### src/rtl/pulse_param_sync_pkg.sv
// Shared defaults for the pulse-generator parameter synchroniser: widths,
// channel indices and the power-on parameter set.
package pulse_param_sync_pkg;

  localparam int unsigned DEF_DATA_W = 16;
  localparam int unsigned DEF_NUM_CH = 4;

  localparam int unsigned CH_TON  = 0;
  localparam int unsigned CH_TOFF = 1;
  localparam int unsigned CH_IP   = 2;
  localparam int unsigned CH_WAVE = 3;

  // Packed ch3..ch0; Toff powers up at 100 so the generator never runs with a zero off-time.
  localparam logic [DEF_NUM_CH*DEF_DATA_W-1:0] DEF_RESET_VALS =
    {16'h0000, 16'h0000, 16'd100, 16'd0};

endpackage

### src/rtl/pulse_param_sync_if.sv
// Request/data bundle between the async host side and the parameter synchroniser.
interface pulse_param_sync_if #(
  parameter int unsigned NUM_CH = 4,
  parameter int unsigned DATA_W = 16
);

  logic                       machine_start_ack;
  logic                       machine_stop_ack;
  logic [NUM_CH-1:0]          change_ack;
  logic [NUM_CH*DATA_W-1:0]   data_async;
  logic                       period_end;
  logic                       is_machine;
  logic [NUM_CH*DATA_W-1:0]   data_out;
  logic [NUM_CH-1:0]          pending;
  logic [NUM_CH-1:0]          updated;
  logic [NUM_CH-1:0]          overrun;

  modport master (
    output machine_start_ack, machine_stop_ack, change_ack, data_async, period_end,
    input  is_machine, data_out, pending, updated, overrun
  );

  modport slave (
    input  machine_start_ack, machine_stop_ack, change_ack, data_async, period_end,
    output is_machine, data_out, pending, updated, overrun
  );

endinterface

### src/rtl/sync_edge_det.sv
// Multi-flop synchroniser for one async level, plus a single-cycle rising-edge
// strobe taken from the last stage only.
module sync_edge_det #(
  parameter int unsigned STAGES = 3
) (
  input  logic clk,
  input  logic rst_n,
  input  logic d_async,
  output logic level,
  output logic rise
);

  logic [STAGES-1:0] r_sync;
  logic              r_prev;

  always_ff @(posedge clk) begin
    if (!rst_n) begin
      r_sync <= '0;
      r_prev <= 1'b0;
    end else begin
      r_sync <= {r_sync[STAGES-2:0], d_async};
      r_prev <= r_sync[STAGES-1];
    end
  end

  assign level = r_sync[STAGES-1];
  assign rise  = r_sync[STAGES-1] & ~r_prev;

endmodule

### src/rtl/pulse_param_sync.sv
// Brings host parameter writes into the clk domain and, while machining, holds
// them in shadows until the pulse generator reaches a period boundary.
module pulse_param_sync
  import pulse_param_sync_pkg::*;
#(
  parameter int unsigned                    NUM_CH      = DEF_NUM_CH,
  parameter int unsigned                    DATA_W      = DEF_DATA_W,
  parameter int unsigned                    SYNC_STAGES = 3,
  parameter logic [NUM_CH*DATA_W-1:0]       RESET_VALS  = DEF_RESET_VALS,
  parameter bit                             COMMIT_MODE = 1'b1
) (
  input logic               clk,
  input logic               rst_n,
  pulse_param_sync_if.slave bus
);

  localparam int unsigned W = NUM_CH * DATA_W;

  logic              w_start_rise, w_stop_rise, w_start_level, w_stop_level;
  logic [NUM_CH-1:0] w_chg_rise, w_chg_level;

  sync_edge_det #(.STAGES(SYNC_STAGES)) u_sync_start (
    .clk     (clk),
    .rst_n   (rst_n),
    .d_async (bus.machine_start_ack),
    .level   (w_start_level),
    .rise    (w_start_rise)
  );

  sync_edge_det #(.STAGES(SYNC_STAGES)) u_sync_stop (
    .clk     (clk),
    .rst_n   (rst_n),
    .d_async (bus.machine_stop_ack),
    .level   (w_stop_level),
    .rise    (w_stop_rise)
  );

  for (genvar gi = 0; gi < NUM_CH; gi++) begin : g_ch
    sync_edge_det #(.STAGES(SYNC_STAGES)) u_sync_chg (
      .clk     (clk),
      .rst_n   (rst_n),
      .d_async (bus.change_ack[gi]),
      .level   (w_chg_level[gi]),
      .rise    (w_chg_rise[gi])
    );
  end

  // Only the edge strobes drive decisions; the levels are kept for observability.
  logic unused_levels;
  assign unused_levels = ^{w_start_level, w_stop_level, w_chg_level};

  logic              r_is_machine, w_is_machine_d;
  logic [W-1:0]      r_data_out, w_data_out_d;
  logic [W-1:0]      r_shadow, w_shadow_d;
  logic [NUM_CH-1:0] r_pending, w_pending_d;
  logic [NUM_CH-1:0] r_updated, w_updated_d;
  logic [NUM_CH-1:0] r_overrun, w_overrun_d;
  logic              w_flush, w_direct;

  always_comb begin
    w_is_machine_d = r_is_machine;
    if (w_stop_rise) begin
      w_is_machine_d = 1'b0;
    end else if (w_start_rise) begin
      w_is_machine_d = 1'b1;
    end

    // A stop edge drains shadows exactly like a period boundary does.
    w_flush  = bus.period_end | w_stop_rise;
    w_direct = !COMMIT_MODE | ~r_is_machine | w_flush;

    w_data_out_d = r_data_out;
    w_shadow_d   = r_shadow;
    w_pending_d  = r_pending;
    w_updated_d  = '0;
    w_overrun_d  = w_start_rise ? '0 : r_overrun;

    for (int unsigned i = 0; i < NUM_CH; i++) begin
      if (w_chg_rise[i]) begin
        if (w_direct) begin
          w_data_out_d[i*DATA_W +: DATA_W] = bus.data_async[i*DATA_W +: DATA_W];
          w_pending_d[i] = 1'b0;
          w_updated_d[i] = 1'b1;
        end else begin
          w_shadow_d[i*DATA_W +: DATA_W] = bus.data_async[i*DATA_W +: DATA_W];
          w_pending_d[i] = 1'b1;
        end
        if (r_pending[i]) begin
          w_overrun_d[i] = 1'b1;
        end
      end else if (r_pending[i] && w_flush) begin
        w_data_out_d[i*DATA_W +: DATA_W] = r_shadow[i*DATA_W +: DATA_W];
        w_pending_d[i] = 1'b0;
        w_updated_d[i] = 1'b1;
      end
    end
  end

  always_ff @(posedge clk) begin
    if (!rst_n) begin
      r_is_machine <= 1'b0;
      r_data_out   <= RESET_VALS;
      r_shadow     <= RESET_VALS;
      r_pending    <= '0;
      r_updated    <= '0;
      r_overrun    <= '0;
    end else begin
      r_is_machine <= w_is_machine_d;
      r_data_out   <= w_data_out_d;
      r_shadow     <= w_shadow_d;
      r_pending    <= w_pending_d;
      r_updated    <= w_updated_d;
      r_overrun    <= w_overrun_d;
    end
  end

  assign bus.is_machine = r_is_machine;
  assign bus.data_out   = r_data_out;
  assign bus.pending    = r_pending;
  assign bus.updated    = r_updated;
  assign bus.overrun    = r_overrun;

endmodule

### src/flat_wrapper.sv
// flat-port wrapper written by rule: the top's interface ports become plain ports
module pulse_param_sync_flat import pulse_param_sync_pkg::*;
#(
  parameter int unsigned                    NUM_CH      = DEF_NUM_CH,
  parameter int unsigned                    DATA_W      = DEF_DATA_W,
  parameter int unsigned                    SYNC_STAGES = 3,
  parameter logic [NUM_CH*DATA_W-1:0]       RESET_VALS  = DEF_RESET_VALS,
  parameter bit                             COMMIT_MODE = 1'b1
)
  (clk, rst_n, bus_machine_start_ack, bus_machine_stop_ack, bus_change_ack, bus_data_async, bus_period_end, bus_is_machine, bus_data_out, bus_pending, bus_updated, bus_overrun);
  pulse_param_sync_if #(.NUM_CH(NUM_CH), .DATA_W(DATA_W)) bus_i ();
  input logic clk;
  input logic rst_n;
  input wire logic [$bits(bus_i.machine_start_ack)-1:0] bus_machine_start_ack;
  input wire logic [$bits(bus_i.machine_stop_ack)-1:0] bus_machine_stop_ack;
  input wire logic [$bits(bus_i.change_ack)-1:0] bus_change_ack;
  input wire logic [$bits(bus_i.data_async)-1:0] bus_data_async;
  input wire logic [$bits(bus_i.period_end)-1:0] bus_period_end;
  output wire logic [$bits(bus_i.is_machine)-1:0] bus_is_machine;
  output wire logic [$bits(bus_i.data_out)-1:0] bus_data_out;
  output wire logic [$bits(bus_i.pending)-1:0] bus_pending;
  output wire logic [$bits(bus_i.updated)-1:0] bus_updated;
  output wire logic [$bits(bus_i.overrun)-1:0] bus_overrun;
  assign bus_i.machine_start_ack = bus_machine_start_ack;
  assign bus_i.machine_stop_ack = bus_machine_stop_ack;
  assign bus_i.change_ack = bus_change_ack;
  assign bus_i.data_async = bus_data_async;
  assign bus_i.period_end = bus_period_end;
  assign bus_is_machine = bus_i.is_machine;
  assign bus_data_out = bus_i.data_out;
  assign bus_pending = bus_i.pending;
  assign bus_updated = bus_i.updated;
  assign bus_overrun = bus_i.overrun;
  pulse_param_sync #(.NUM_CH(NUM_CH), .DATA_W(DATA_W), .SYNC_STAGES(SYNC_STAGES), .RESET_VALS(RESET_VALS), .COMMIT_MODE(COMMIT_MODE)) u_core (.clk(clk), .rst_n(rst_n), .bus(bus_i));
endmodule
### config.mk
export PLATFORM = sky130hd
export DESIGN_NAME = pulse_param_sync_flat
export DESIGN_NICKNAME = d
export VERILOG_FILES = /design/src/rtl/pulse_param_sync_pkg.sv /design/src/rtl/pulse_param_sync_if.sv /design/src/rtl/sync_edge_det.sv /design/src/rtl/pulse_param_sync.sv /design/src/flat_wrapper.sv
export SDC_FILE = /design/constraint.sdc
export NUM_CORES = 1
export LEC_CHECK = 0
export CAP_MARGIN = 10
export CORE_MARGIN = 10
export CORE_UTILIZATION = 50
export CTS_CLUSTER_SIZE = 24
export DETAILED_ROUTE_END_ITERATION = 6
export PLACE_DENSITY = 0.79
export SYNTH_ARGS = -nofsm -noshare
export SYNTH_HDL_FRONTEND = slang
export SYNTH_SLANG_ARGS = --single-unit
export TNS_END_PERCENT = 5
### constraint.sdc
create_clock -name clk -period 2.14 [get_ports clk]
set_input_delay 0.214 -clock clk [delete_from_list [all_inputs] [get_ports clk]]
set_output_delay 0.214 -clock clk [all_outputs]
set_load 0.005 [all_outputs]
==> parameters.txt <==
Parameter                              Value

Yosys
  Proportion of synthesized flip-flops having asynchronous set or reset ... 0%
  Post-synthesis share of cell area spent on xor and xnor gates ... 0%
  Flop and latch count out of synthesis ... 165
  Cell type with the highest aggregate area in the netlist ... sky130_fd_sc_hd__dfxtp_1
  Number of enable-type register cells in the synthesized netlist ... 0
  Area share of the leading cell type in the synthesized netlist ... 49.0%
  Net count after synthesis ... 806
  Multiplexer fraction of the synthesized cell area ... 5.19%
  Cell Area, Synth ... 0.00674 mm^2
  Simple-gate area share of the yosys netlist ... 26.7%
  Gate count after technology mapping ... 733
  Fraction of the yosys area taken by sequential cells ... 49.0%
  Combinational family with the most area after synthesis ... simple AND/OR/NAND/NOR gates
  Most area-consuming cells after synthesis ... sky130_fd_sc_hd__dfxtp_1, sky130_fd_sc_hd__nand2_1, sky130_fd_sc_hd__o211a_1, sky130_fd_sc_hd__nand4_1, sky130_fd_sc_hd__mux2i_1
  Mean area per synthesized cell ... 9.20 um^2
  Post-synthesis cell type count ... 29
  Yosys warning count ... 0
  Complex-gate fraction of the synthesized area ... 13.5%
  Most used DFF post-synth ... sky130_fd_sc_hd__dfxtp_1
  Synth Area in Adders ... 0%

Worst setup path
  Kind of end point of the critical path ... output pin
  Start-to-end type of the worst setup path ... flop to output pin
  Nature of the critical path startpoint ... flop
  Arrival time of the worst setup path ... 1.50 ns
  Top fanout value on the critical path ... 6
  Required time of the worst setup path ... 1.93 ns

STA
  Slew @ Worst Pin ... 0.596 ns
  Minimum clock period after layout ... 1.72 ns
  Setup clock skew after layout ... 0.00703 ns
  Number of hold violations in the final report ... 0
  Sum of negative setup slack ... 0 ns
  RSZ-0062 raised after global routing ... no
  Post-route worst hold slack ... 0.245 ns
  Number of failing setup endpoints in the final timing report ... 0
  Max Slew Vio Count ... 0
  Final worst setup slack ... 0.421 ns
  Share of the cycle needed by the critical path after routing ... 80.3%
  Max Fclk ... 582 MHz
  Max-Slew Margin vs Limit ... 60.2%

CTS
  Buffer depth of the longest clock path ... 2
  Clk sink count ... 165
  Htree depth ... 4
  Buffer type at the clock tree root ... sky130_fd_sc_hd__clkbuf_16
  Total CTS buffers ... 17
  Clock network latency to the later pin of the worst-skew pair ... 0.41 ns
  Clock tree from TritonCTS ... yes
  Postcts setup bufs ... 0
  Number of buffers inserted for hold repair after clock tree synthesis ... 0
  Post-cts resize count ... 0
  Register clock-pin slew on the reported worst setup and hold paths ... 0.06 ns

Route
  Number of design-rule violations left by the first detailed-router iteration ... 572
  Vias post-DR ... 5776
  Number of nets with antenna violations after routing ... 0
  Routed len/inst ... 16.8 um
  WL final ... 17600 um
  Initial DRT Pass Iterations ... 5
  Remaining DRCs ... 0
  Routed vias/inst ... 5.50

Floorplan
  Number of primary I/O pins ... 150
  Placeable core region ... 0.0132 mm^2
  Placement Rows ... 42
  Starting density of the core ... 50.9%
  DIE AREA ... 0.0185 mm^2
  Vert. Die Dim ... 136 um
  Die width ... 136 um

Finish
  Number of diodes added for antenna fixing ... 0
  Post-route cell area ... 0.00892 mm^2
  Post-Layout Cell Count ... 1050
  Final standard cell utilization of the core ... 67.3%
  Final-layout fill cell count ... 1065
  Share of layout cells above drive strength 1 ... 8.47%
  Synthesis-to-finish area growth ... 32.2%
  Final-stage net count ... 934

Pwr
  Static power due to leakage ... 3.72 nW
  Total power ... 6.64 mW
  VDD IR max ... 0.522 mV
  Power per unit of standard cell area ... 744 mW/mm^2

Placement
  Worst setup timing slack at the placement stage ... 0.212 ns
  Placed cells ... 1018
  PortBufs ... 149
  Placed cell area ... 0.00833 mm^2
  Global placement routability congestion ... 0.804
  DP HPWL ... 11900 um

GRT
  Layer with the highest usage after global routing ... met2
  Met2 Use GR ... 31.1%
  Via count of the first global-routing pass ... 5723
  Total congestion overflow after global routing ... 0
  Global-route wire length before repair ... 28800 um
  Antenna violations before repair ... 0
  Overall fraction of global-route tracks in use ... 18.9%
  Pin count of the biggest net entering global routing ... 64
  GRT met1 Usage ... 23.1%
  Met3 layer usage reported by global route ... 5.94%

Flow run
  Number of maximum-capacitance constraint violations ... 0

Run status
  Outcome ... complete, no violations

Worst hold path
  Path type of the worst min-delay path ... primary input to flop
==> placed cells by master (no fill, tap or decap), drive strengths merged, types with 27 or more instances in the layout <==
| master | instances |
|---|---|
| o211a | 61 |
| nand3 | 29 |
| o21ai | 29 |
| buf | 27 |
| nand2 | 178 |
| clkdlybuf4s50 | 148 |
| mux2i | 35 |
| nor2b | 41 |
| and2 | 28 |
| nand4 | 61 |
| dfxtp | 165 |
==> flip-flops by register name, summed over array words and instances (netlist names), 3 cells and up <==
register                       flops
u_core.u_sync_stop.r_sync          3
u_core.g_ch.u_sync_chg.r_prev      4
u_core.bus.pending                 4
u_core.bus.overrun                 4
u_core.g_ch.u_sync_chg.r_sync     12
u_core.bus.updated                 4
u_core.r_shadow                   64
u_core.u_sync_start.r_sync         3
u_core.bus.data_out               64
==> layout make-up <==
| class | count | area, um^2 | share of cell area, % |
|---|---|---|---|
| flip-flops and latches | 165 | 3300 | 37.0 |
| inverters | 1 | 3.75 | 0.0421 |
| multi-input cells | 501 | 3070 | 34.4 |
| repair buffers | 175 | 1730 | 19.4 |
| clock inverters | 10 | 103 | 1.15 |
| well taps | 176 | 220 | 2.47 |
| clock buffers | 22 | 484 | 5.43 |
==> worst max-delay path, cell delays in order, from the launching register on <==
cell                              delay, ns
sky130_fd_sc_hd__dfxtp_1               0.37
sky130_fd_sc_hd__buf_4                 0.17
sky130_fd_sc_hd__clkdlybuf4s50_1       0.54
==> power breakdown <==
group / total [mW] / internal (mW) / switching [mW]
logic: 0.487 / 0.278 / 0.209
registers: 3.16 / 3.13 / 0.0320
clock network: 2.99 / 1.83 / 1.16
==> worst paths after layout <==
path | start | to | slack (ns) | depth (start not counted)
max | u_core.bus.is_machine$_SDFFE_PP0P_ | bus_is_machine | 0.42 | 2
min | rst_n | u_core.r_shadow[21]$_SDFFE_PN1P_ | 0.24 | 2
max reg2reg | u_core.u_sync_stop.r_prev$_SDFF_PN0_ | u_core.bus.data_out[21]$_SDFFE_PN1P_ | 0.45 | 5
min reg2reg | u_core.g_ch[0].u_sync_chg.r_sync[1]$_SDFF_PN0_ | u_core.g_ch[0].u_sync_chg.r_sync[2]$_SDFF_PN0_ | 0.43 | 1
==> cell families (layout without fill, tap and decap cells) <==
| kind of cell | Yosys count | after routing |
|---|---|---|
| simple gates | 357 | 357 |
| flops | 165 | 165 |
| compound gates | 109 | 109 |
| buf+inv | 67 | 208 |
| mux | 35 | 35 |
==> per-layer routing <==
metal / part of all wire [%] / vias to the layer above
li1: - / 2802
met4: 1.5 / 0
met5: 0 / -
met2: 49 / 225
met3: 8.2 / 22
met1: 41 / 2727
==> Yosys cell counts (2+ instances only) <==
| master | number |
|---|---|
| sky130_fd_sc_hd__a22oi_1 | 4 |
| sky130_fd_sc_hd__nor2b_1 | 40 |
| sky130_fd_sc_hd__o211a_1 | 61 |
| sky130_fd_sc_hd__buf_2 | 14 |
| sky130_fd_sc_hd__nand4_1 | 61 |
| sky130_fd_sc_hd__nand3_1 | 29 |
| sky130_fd_sc_hd__o211ai_2 | 4 |
| sky130_fd_sc_hd__buf_6 | 9 |
| sky130_fd_sc_hd__and3_1 | 4 |
| sky130_fd_sc_hd__nand2b_4 | 2 |
| sky130_fd_sc_hd__buf_8 | 2 |
| sky130_fd_sc_hd__o21ai_0 | 29 |
| sky130_fd_sc_hd__nand2_1 | 178 |
| sky130_fd_sc_hd__and2_4 | 4 |
| sky130_fd_sc_hd__dfxtp_1 | 165 |
| sky130_fd_sc_hd__buf_4 | 6 |
| sky130_fd_sc_hd__nor3_1 | 2 |
| sky130_fd_sc_hd__nor3_4 | 2 |
| sky130_fd_sc_hd__clkbuf_1 | 34 |
| sky130_fd_sc_hd__mux2i_1 | 35 |
| sky130_fd_sc_hd__a21oi_1 | 8 |
| sky130_fd_sc_hd__and2_1 | 24 |
| sky130_fd_sc_hd__a41oi_1 | 2 |
| sky130_fd_sc_hd__nand2b_1 | 9 |
No activity file was read; power rests on OpenSTA's default activity.
